===== src/rtl/bk_adder_24_pkg.sv =====
// Shared constants for the 24-bit Brent-Kung adder and its prefix tree.
// The tree depth follows directly from the fixed operand width.
package bk_adder_24_pkg;

    localparam int ADD_W   = 24;
    // Up-sweep spans 2, 4, 8, 16; the down-sweep mirrors them (8, 4, 2, 1).
    localparam int UP_LVLS = 4;

    typedef logic [ADD_W-1:0] word_t;

endpackage


===== src/rtl/bk_adder_24_if.sv =====
// Operand/result bundle for bk_adder_24.
// Handshake: in_valid qualifies a/b/cin on a rising edge; out_valid marks sum/cout one edge later; there is no ready.
interface bk_adder_24_if;
    import bk_adder_24_pkg::*;

    logic  in_valid;
    word_t a;
    word_t b;
    logic  cin;
    word_t sum;
    logic  cout;
    logic  out_valid;

    modport master (
        output in_valid,
        output a,
        output b,
        output cin,
        input  sum,
        input  cout,
        input  out_valid
    );

    modport slave (
        input  in_valid,
        input  a,
        input  b,
        input  cin,
        output sum,
        output cout,
        output out_valid
    );

endinterface


===== src/rtl/bk_adder_24_prefix_cell.sv =====
// Prefix-tree nodes: the black cell forms (G,P) o (G',P'); the gray cell
// produces only G and is used where the group propagate is never consumed.
module bk_prefix_cell (
    input  logic g_hi_i,
    input  logic p_hi_i,
    input  logic g_lo_i,
    input  logic p_lo_i,
    output logic g_o,
    output logic p_o
);

    assign g_o = g_hi_i | (p_hi_i & g_lo_i);
    assign p_o = p_hi_i & p_lo_i;

endmodule

module bk_prefix_gray_cell (
    input  logic g_hi_i,
    input  logic p_hi_i,
    input  logic g_lo_i,
    output logic g_o
);

    assign g_o = g_hi_i | (p_hi_i & g_lo_i);

endmodule


===== src/rtl/bk_adder_24.sv =====
// 24-bit Brent-Kung adder with carry-in; result and carry-out registered once.
// The prefix tree is purely combinational between the ports and the output register.
module bk_adder_24
    import bk_adder_24_pkg::*;
(
    input  logic         clk,
    input  logic         rst,
    bk_adder_24_if.slave bus
);

    word_t g_bit;
    word_t p_bit;

    // Level k of the up-sweep holds spans of 2^k at bits where (i+1) is a multiple of 2^k.
    logic [UP_LVLS:0][ADD_W-1:0] up_g;
    logic [UP_LVLS:0][ADD_W-1:0] up_p;
    logic [UP_LVLS:0][ADD_W-1:0] dn_g;

    word_t grp_g;
    word_t carry;
    word_t sum_d;
    logic  cout_d;
    word_t sum_q;
    logic  cout_q;
    logic  valid_q;
    logic  unused_up_p;

    assign g_bit = bus.a & bus.b;
    assign p_bit = bus.a ^ bus.b;

    // Carry-in is folded into bit 0 so every group generate already includes it.
    assign up_g[0] = {g_bit[ADD_W-1:1], g_bit[0] | (p_bit[0] & bus.cin)};
    assign up_p[0] = p_bit;

    for (genvar k = 1; k <= UP_LVLS; k++) begin : g_up
        localparam int SPAN = 1 << k;
        localparam int HALF = SPAN / 2;
        for (genvar i = 0; i < ADD_W; i++) begin : g_bit_up
            if (((i + 1) % SPAN) == 0) begin : g_node
                bk_prefix_cell u_cell (
                    .g_hi_i (up_g[k-1][i]),
                    .p_hi_i (up_p[k-1][i]),
                    .g_lo_i (up_g[k-1][i-HALF]),
                    .p_lo_i (up_p[k-1][i-HALF]),
                    .g_o    (up_g[k][i]),
                    .p_o    (up_p[k][i])
                );
            end else begin : g_pass
                assign up_g[k][i] = up_g[k-1][i];
                assign up_p[k][i] = up_p[k-1][i];
            end
        end
    end

    assign dn_g[0] = up_g[UP_LVLS];

    // Each bit is completed at most once on the way down: the level whose
    // distance equals the lowest set bit of (i+1), unless already complete.
    for (genvar j = 1; j <= UP_LVLS; j++) begin : g_dn
        localparam int DIST = 1 << (UP_LVLS - j);
        for (genvar i = 0; i < ADD_W; i++) begin : g_bit_dn
            if ((((i + 1) % (2 * DIST)) == DIST) && ((i + 1) > (2 * DIST))) begin : g_node
                bk_prefix_gray_cell u_cell (
                    .g_hi_i (dn_g[j-1][i]),
                    .p_hi_i (up_p[UP_LVLS][i]),
                    .g_lo_i (dn_g[j-1][i-DIST]),
                    .g_o    (dn_g[j][i])
                );
            end else begin : g_pass
                assign dn_g[j][i] = dn_g[j-1][i];
            end
        end
    end

    // Group propagates of completed nodes are never needed past the up-sweep.
    assign unused_up_p = ^up_p[UP_LVLS];

    assign grp_g  = dn_g[UP_LVLS];
    assign carry  = {grp_g[ADD_W-2:0], bus.cin};
    assign sum_d  = p_bit ^ carry;
    assign cout_d = grp_g[ADD_W-1];

    always_ff @(posedge clk) begin
        if (rst) begin
            sum_q   <= '0;
            cout_q  <= 1'b0;
            valid_q <= 1'b0;
        end else begin
            valid_q <= bus.in_valid;
            if (bus.in_valid) begin
                sum_q  <= sum_d;
                cout_q <= cout_d;
            end
        end
    end

    assign bus.sum       = sum_q;
    assign bus.cout      = cout_q;
    assign bus.out_valid = valid_q;

endmodule


===== src/flat_wrapper.sv =====
// flat-port wrapper written by rule: the top's interface ports become plain ports
module bk_adder_24_flat import bk_adder_24_pkg::*;
  (clk, rst, bus_in_valid, bus_a, bus_b, bus_cin, bus_sum, bus_cout, bus_out_valid);
  bk_adder_24_if bus_i ();
  input  logic clk;
  input  logic rst;
  input wire logic [$bits(bus_i.in_valid)-1:0] bus_in_valid;
  input wire logic [$bits(bus_i.a)-1:0] bus_a;
  input wire logic [$bits(bus_i.b)-1:0] bus_b;
  input wire logic [$bits(bus_i.cin)-1:0] bus_cin;
  output wire logic [$bits(bus_i.sum)-1:0] bus_sum;
  output wire logic [$bits(bus_i.cout)-1:0] bus_cout;
  output wire logic [$bits(bus_i.out_valid)-1:0] bus_out_valid;
  assign bus_i.in_valid = bus_in_valid;
  assign bus_i.a = bus_a;
  assign bus_i.b = bus_b;
  assign bus_i.cin = bus_cin;
  assign bus_sum = bus_i.sum;
  assign bus_cout = bus_i.cout;
  assign bus_out_valid = bus_i.out_valid;
  bk_adder_24 u_core (.clk(clk), .rst(rst), .bus(bus_i));
endmodule

===== config.mk =====
export PLATFORM = sky130hd
export DESIGN_NAME = bk_adder_24_flat
export DESIGN_NICKNAME = d
export VERILOG_FILES = /design/src/rtl/bk_adder_24_pkg.sv /design/src/rtl/bk_adder_24_if.sv /design/src/rtl/bk_adder_24_prefix_cell.sv /design/src/rtl/bk_adder_24.sv /design/src/flat_wrapper.sv
export SDC_FILE = /design/constraint.sdc
export NUM_CORES = 1
export LEC_CHECK = 0
export BUFFER_PORTS_ARGS = -buffer_cell sky130_fd_sc_hd__buf_2
export CAP_MARGIN = 20
export CORE_ASPECT_RATIO = 0.75
export CORE_UTILIZATION = 44
export DETAILED_ROUTE_END_ITERATION = 10
export PLACE_DENSITY = 0.8
export SLEW_MARGIN = 20
export SYNTH_ARGS = -nofsm -noshare
export SYNTH_HDL_FRONTEND = slang
export SYNTH_SLANG_ARGS = --single-unit

===== constraint.sdc =====
create_clock -name clk -period 2.5 [get_ports clk]
set_input_delay 0.25 -clock clk [delete_from_list [all_inputs] [get_ports clk]]
set_output_delay 0.25 -clock clk [all_outputs]
set_load 0.03 [all_outputs]

* After elaboration in Yosys (flattened, before gate mapping)
Index checks and enable logic that the tools add are counted.
** Storage, ports and cells
- Register bits after elaboration :: 26
- Input bits :: 52
- Output and inout port bits :: 26
** Operators by class
- Bitwise logic cells :: 105
** Operator list (number)
- $and A1 B1 Y1 :: 60
- $xor A24 B24 Y24 :: 2
- $or A1 B1 Y1 :: 42
- $and A24 B24 Y24 :: 1

* Longest topological paths before layout
- Depth in word-level cells :: 18
- Gate-level depth with buffers :: 12
- Depth with buffers taken out :: 12

* Cells and area by module
Synthesis repeated with hierarchy kept, for this count alone.
** Unflattened totals
- Cells, all modules :: 196
- Area total of the unflattened synthesis :: 1946.9 um^2
** Modules (own cells, without submodules)
- bk_adder_24 :: times used 1, cells each 133, area an instance 1473.9 um^2, sequential area each 520.5 um^2
- bk_prefix_cell :: times used 22, cells each 2, area an instance 15.0 um^2, sequential area each 0.0 um^2
- bk_prefix_gray_cell :: times used 19, cells each 1, area an instance 7.5 um^2, sequential area each 0.0 um^2

* Worst setup path before layout
OpenSTA, ideal clock, no wires.
- Kind :: input to register
- Start :: in bus_cin
- End :: reg u_core.sum_q[19], in the netlist u_core.bus.sum[19]
- Library setup time :: 0.086 ns
- Arrival time :: 2.424 ns
- Required time :: 2.414 ns
- Setup slack :: -0.010 ns
- Stages on the path :: 12
- Cells stage by stage :: inv_1 -> fa_1 -> inv_1 -> fa_1 -> a211oi_2 -> o211ai_2 -> o211ai_1 -> nand2_1 -> a31o_1 -> fa_1 -> xnor2_1 -> a211oi_1
** Between the ends
- Longest elaborated chain between the ends :: 15
** Ends and longest elaborated chain
- start: declaration :: line flat_wrapper.sv:10 : input wire logic [$bits(bus_i.cin)-1:0] bus_cin;
- $and A1 B1 Y1 :: line bk_adder_24.sv:32 : assign up_g[0] = {g_bit[ADD_W-1:1], g_bit[0] | (p_bit[0] & bus.cin)};
- $or A1 B1 Y1 :: line bk_adder_24.sv:32
- $and A1 B1 Y1 :: line bk_adder_24_prefix_cell.sv:12 : assign g_o = g_hi_i | (p_hi_i & g_lo_i);
- $or A1 B1 Y1 :: line bk_adder_24_prefix_cell.sv:12
- $and A1 B1 Y1 :: line bk_adder_24_prefix_cell.sv:12
- $or A1 B1 Y1 :: line bk_adder_24_prefix_cell.sv:12
- $and A1 B1 Y1 :: line bk_adder_24_prefix_cell.sv:12
- $or A1 B1 Y1 :: line bk_adder_24_prefix_cell.sv:12
- $and A1 B1 Y1 :: line bk_adder_24_prefix_cell.sv:12
- $or A1 B1 Y1 :: line bk_adder_24_prefix_cell.sv:12
- $and A1 B1 Y1 :: line bk_adder_24_prefix_cell.sv:24 : assign g_o = g_hi_i | (p_hi_i & g_lo_i);
- $or A1 B1 Y1 :: line bk_adder_24_prefix_cell.sv:24
- $and A1 B1 Y1 :: line bk_adder_24_prefix_cell.sv:24
- $or A1 B1 Y1 :: line bk_adder_24_prefix_cell.sv:24
- $xor A24 B24 Y24 :: line bk_adder_24.sv:80 : assign sum_d = p_bit ^ carry;
- end signal: assignment :: line bk_adder_24.sv:91 : sum_q <= sum_d;
- end: declaration :: line bk_adder_24.sv:23 : word_t sum_q;
Every way passes these cells.
A chain may end at the register's enable or synchronous reset.

* Worst setup path after layout
Ends and elaborated chain as after synthesis.

==> run summary <==
GR peak layer - met2
Via/cell ratio - 4.96
Worst Skew - 0 ns
Synthesized area - 1890 sq um
Hold-fix buffers at CTS - 0
Placed cells - 323
Peak Freq - 0.406 GHz
Switching power - 0.442 mW
GR Layer Usage met2 - 30.8%
Crit path largest cell delay - 0.38 ns
CP Buf/Inv Count - 3
Design area - 2460 sq um
IR drop worst, VDD - 0.270 mV
Outcome - complete, no violations
Fin. Hold Viols - 0
Root Driver - clkbuf_8
Arrival time at the worst endpoint - 2.66 ns
Largest net degree at the start of global routing - 39
Register area share after synthesis - 27.6%
Final setup viols - 0
CTS tree - built
Share of layout cells above drive strength 1 - 38.7%
R2r setup slk - 1.49 ns
Clk Latency, worst-skew pair - 0.27 ns
Global Route Usage Sum - 18.4%
Worst Hold Path EP - u_core.bus.sum[16]$_SDFFE_PP0P_
Max clock buf depth - 2
Via count - 1633
Synth top area share - 27.6%
Pins Over Slew Limit - 0
Placement Cell Area - 2330 sq um
WHS - 0.407 ns
Die Width - 77.6 um
# IOs - 78
H-tree lvl count - 1
Synth area leaders - dfxtp_1, ha_1, fa_1
Worst Setup Path Type - in -> reg
Antenna Cells - 0
Worst-path cell chain - buf_6, inv_4, fa_2, inv_2, fa_2, a211oi_4, o211ai_2, o211ai_1, nand2_1, a31o_1, fa_2, xnor2_2, a211oi_2
Sequential power share - 39.0%
Worst setup SP type - input port
Most frequent CP cell - fa_2
Crit Reg-Reg Endpoint - u_core.bus.cout$_SDFFE_PP0P_
Synthesized Nets - 280
Drt drc - 0
Setup WS post-layout - 0.0347 ns
Static Leakage - 1.24 nW
PD cells - 501 nW/um^2
Vias in the first global route - 1543
Routed WL - 4070 um
Final cell count without fillers - 329
Clock share of power - 19.2%
Die H - 58.7 um
Router iterations before antenna repair - 4
Global route overflow - 0
Yosys cell types - 35
Placer Congestion - 0.779
Area Growth Syn to Fin - 30.5%
Clock-pin slew on the worst setup and hold paths - 0.09 ns
Routed Antenna Nets - 0
Mean post-synth cell area - 9.77 sq um
CTS Sinks - 26
Reg-to-reg startpoint - u_core.bus.cout$_SDFFE_PP0P_
Dpl ws - -0.352 ns
Yosys reg bits - 26
Max-cap viol count - 0
Most frequent cells in the layout - buf_2, nor2_1, dfxtp_1, ha_1, mux2i_1
DPL Wire Length - 3260 um
FP Rows - 20
Worst min path class - in -> reg
Worst hold path depth - 4
Worst path top cell family by delay - compound AO/OA/AOI/OAI gates
Hold path startpoint - bus_a[16]
Yosys warns - 0
CP Capture Type - flip-flop
Final period util - 98.6%
Nets - 363
Slowest stage cell, crit path - fa_2
Relative slew slack - 69.2%
Pint - 0.790 mW
R2R depth - 4
Final min period - 2.47 ns
Total CTS buffers - 3
Initial DRC count - 32
Initial antenna violation count - 0
Largest area contributor in the netlist - dfxtp_1
I/O Buffers - 77
First-pass GRT wire length - 6610 um
Met3 usage - 4.50%
Met1 GRT Util - 24.5%
Fillers - 343
Most common cell after layout, fill and taps aside - buf_2
Total negative slack - 0 ns
RSZ-0062 raised after global routing - yes
Die Area - 4550 sq um
Crit path max fanout - 3
Switching fraction of total power - 35.9%
Combinational Power Share - 41.8%
CP Data Required Time - 2.69 ns
Core Box Area - 4080 sq um
Initial cell density of the core - 46.2%
Slew @ Worst Pin - 0.462 ns
Gate Count Post-Synth - 193
DR WL/cell - 12.4 um
## final cells by class
cell class	instances	area [sq um]	area share [%]
multi-input combinational	145	1300	53.0
sequential	26	520	21.2
timing repair buffer	85	464	18.9
tap	55	68.8	2.80
inverter	15	61.3	2.49
clock buffer	3	41.3	1.68
## cell usage after synthesis
master,count
nand2_2,1
o2bb2ai_1,1
a31o_1,1
mux2i_1,12
clkbuf_1,3
clkbuf_8,1
nand2_1,5
nor2b_1,2
a211oi_1,12
buf_1,1
o21a_1,4
ha_1,22
buf_2,1
xnor2_1,11
fa_1,13
a21o_1,4
dfxtp_1,26
and2_2,1
a21bo_1,1
nor4_2,1
a21oi_1,9
a21boi_0,1
o21ai_0,4
a211oi_2,1
nand3b_1,1
a41oi_1,1
a31oi_2,1
o211ai_1,2
inv_1,15
a22o_1,1
o21ai_1,1
and4_1,1
buf_6,1
o211ai_2,1
nor2_1,30
## logic make-up after synthesis
family,Yosys count,synth area share (%)
AO/OA/AOI/OAI,45,17.3
AND/OR/NAND/NOR,42,9.89
adder cells (fa/ha/maj),35,28.4
flip-flops,26,27.6
buffers and inverters,22,5.37
multiplexers,12,6.37
XOR/XNOR,11,5.11
## layer usage
metal,part of all wire (%),up-vias
met5,0,-
met4,0.30,0
met3,5.2,2
met2,46,51
met1,49,746
li1,-,834
## worst max path at each step
stage | from | to | cells after the start
after floorplan | bus_cin | u_core.bus.sum[19]$_SDFFE_PP0P_ | 12
after global placement | bus_cin | u_core.bus.sum[19]$_SDFFE_PP0P_ | 13
after detailed placement | bus_cin | u_core.bus.sum[19]$_SDFFE_PP0P_ | 13
after CTS | bus_cin | u_core.bus.sum[19]$_SDFFE_PP0P_ | 13
after global routing | bus_cin | u_core.bus.sum[19]$_SDFFE_PP0P_ | 13
final | bus_cin | u_core.bus.sum[19]$_SDFFE_PP0P_ | 13
## what timing repair did
item,in CTS,in global routing
resized for setup,3,14
setup endpoints to repair,2,10
setup buffers,0,3
pin swaps,8,15
## through the flow
step,total power [mW],utilization (%)
6_report,1.23,60.3
5_1_grt,1.32,60.3
4_1_cts,1.23,58.6
3_5_place_dp,0.980,57.2
3_3_place_gp,0.968,57.2
2_1_floorplan,0.827,-
## power by group through the flow
| stage | clock network (mW) | logic, mW | registers [mW] |
|---|---|---|---|
| after floorplan | 0 | 0.251 | 0.576 |
| after global placement | 0 | 0.479 | 0.489 |
| after detailed placement | 0 | 0.490 | 0.491 |
| after CTS | 0.247 | 0.497 | 0.481 |
| after global routing | 0.264 | 0.570 | 0.487 |
| final | 0.236 | 0.515 | 0.481 |
## registers in the layout, indices dropped and copies added (netlist names)
name / count
u_core.bus.out_valid: 1
u_core.bus.cout: 1
u_core.bus.sum: 24
## worst register-to-register path, delay by kind of cell, from the launching register on
kind	cells	cell delay (ns)
and+or+nand+nor	3	0.36
DFF	1	0.32
AOI/OAI and AO/OA	1	0.22
(Power assumes the default switching activity.)
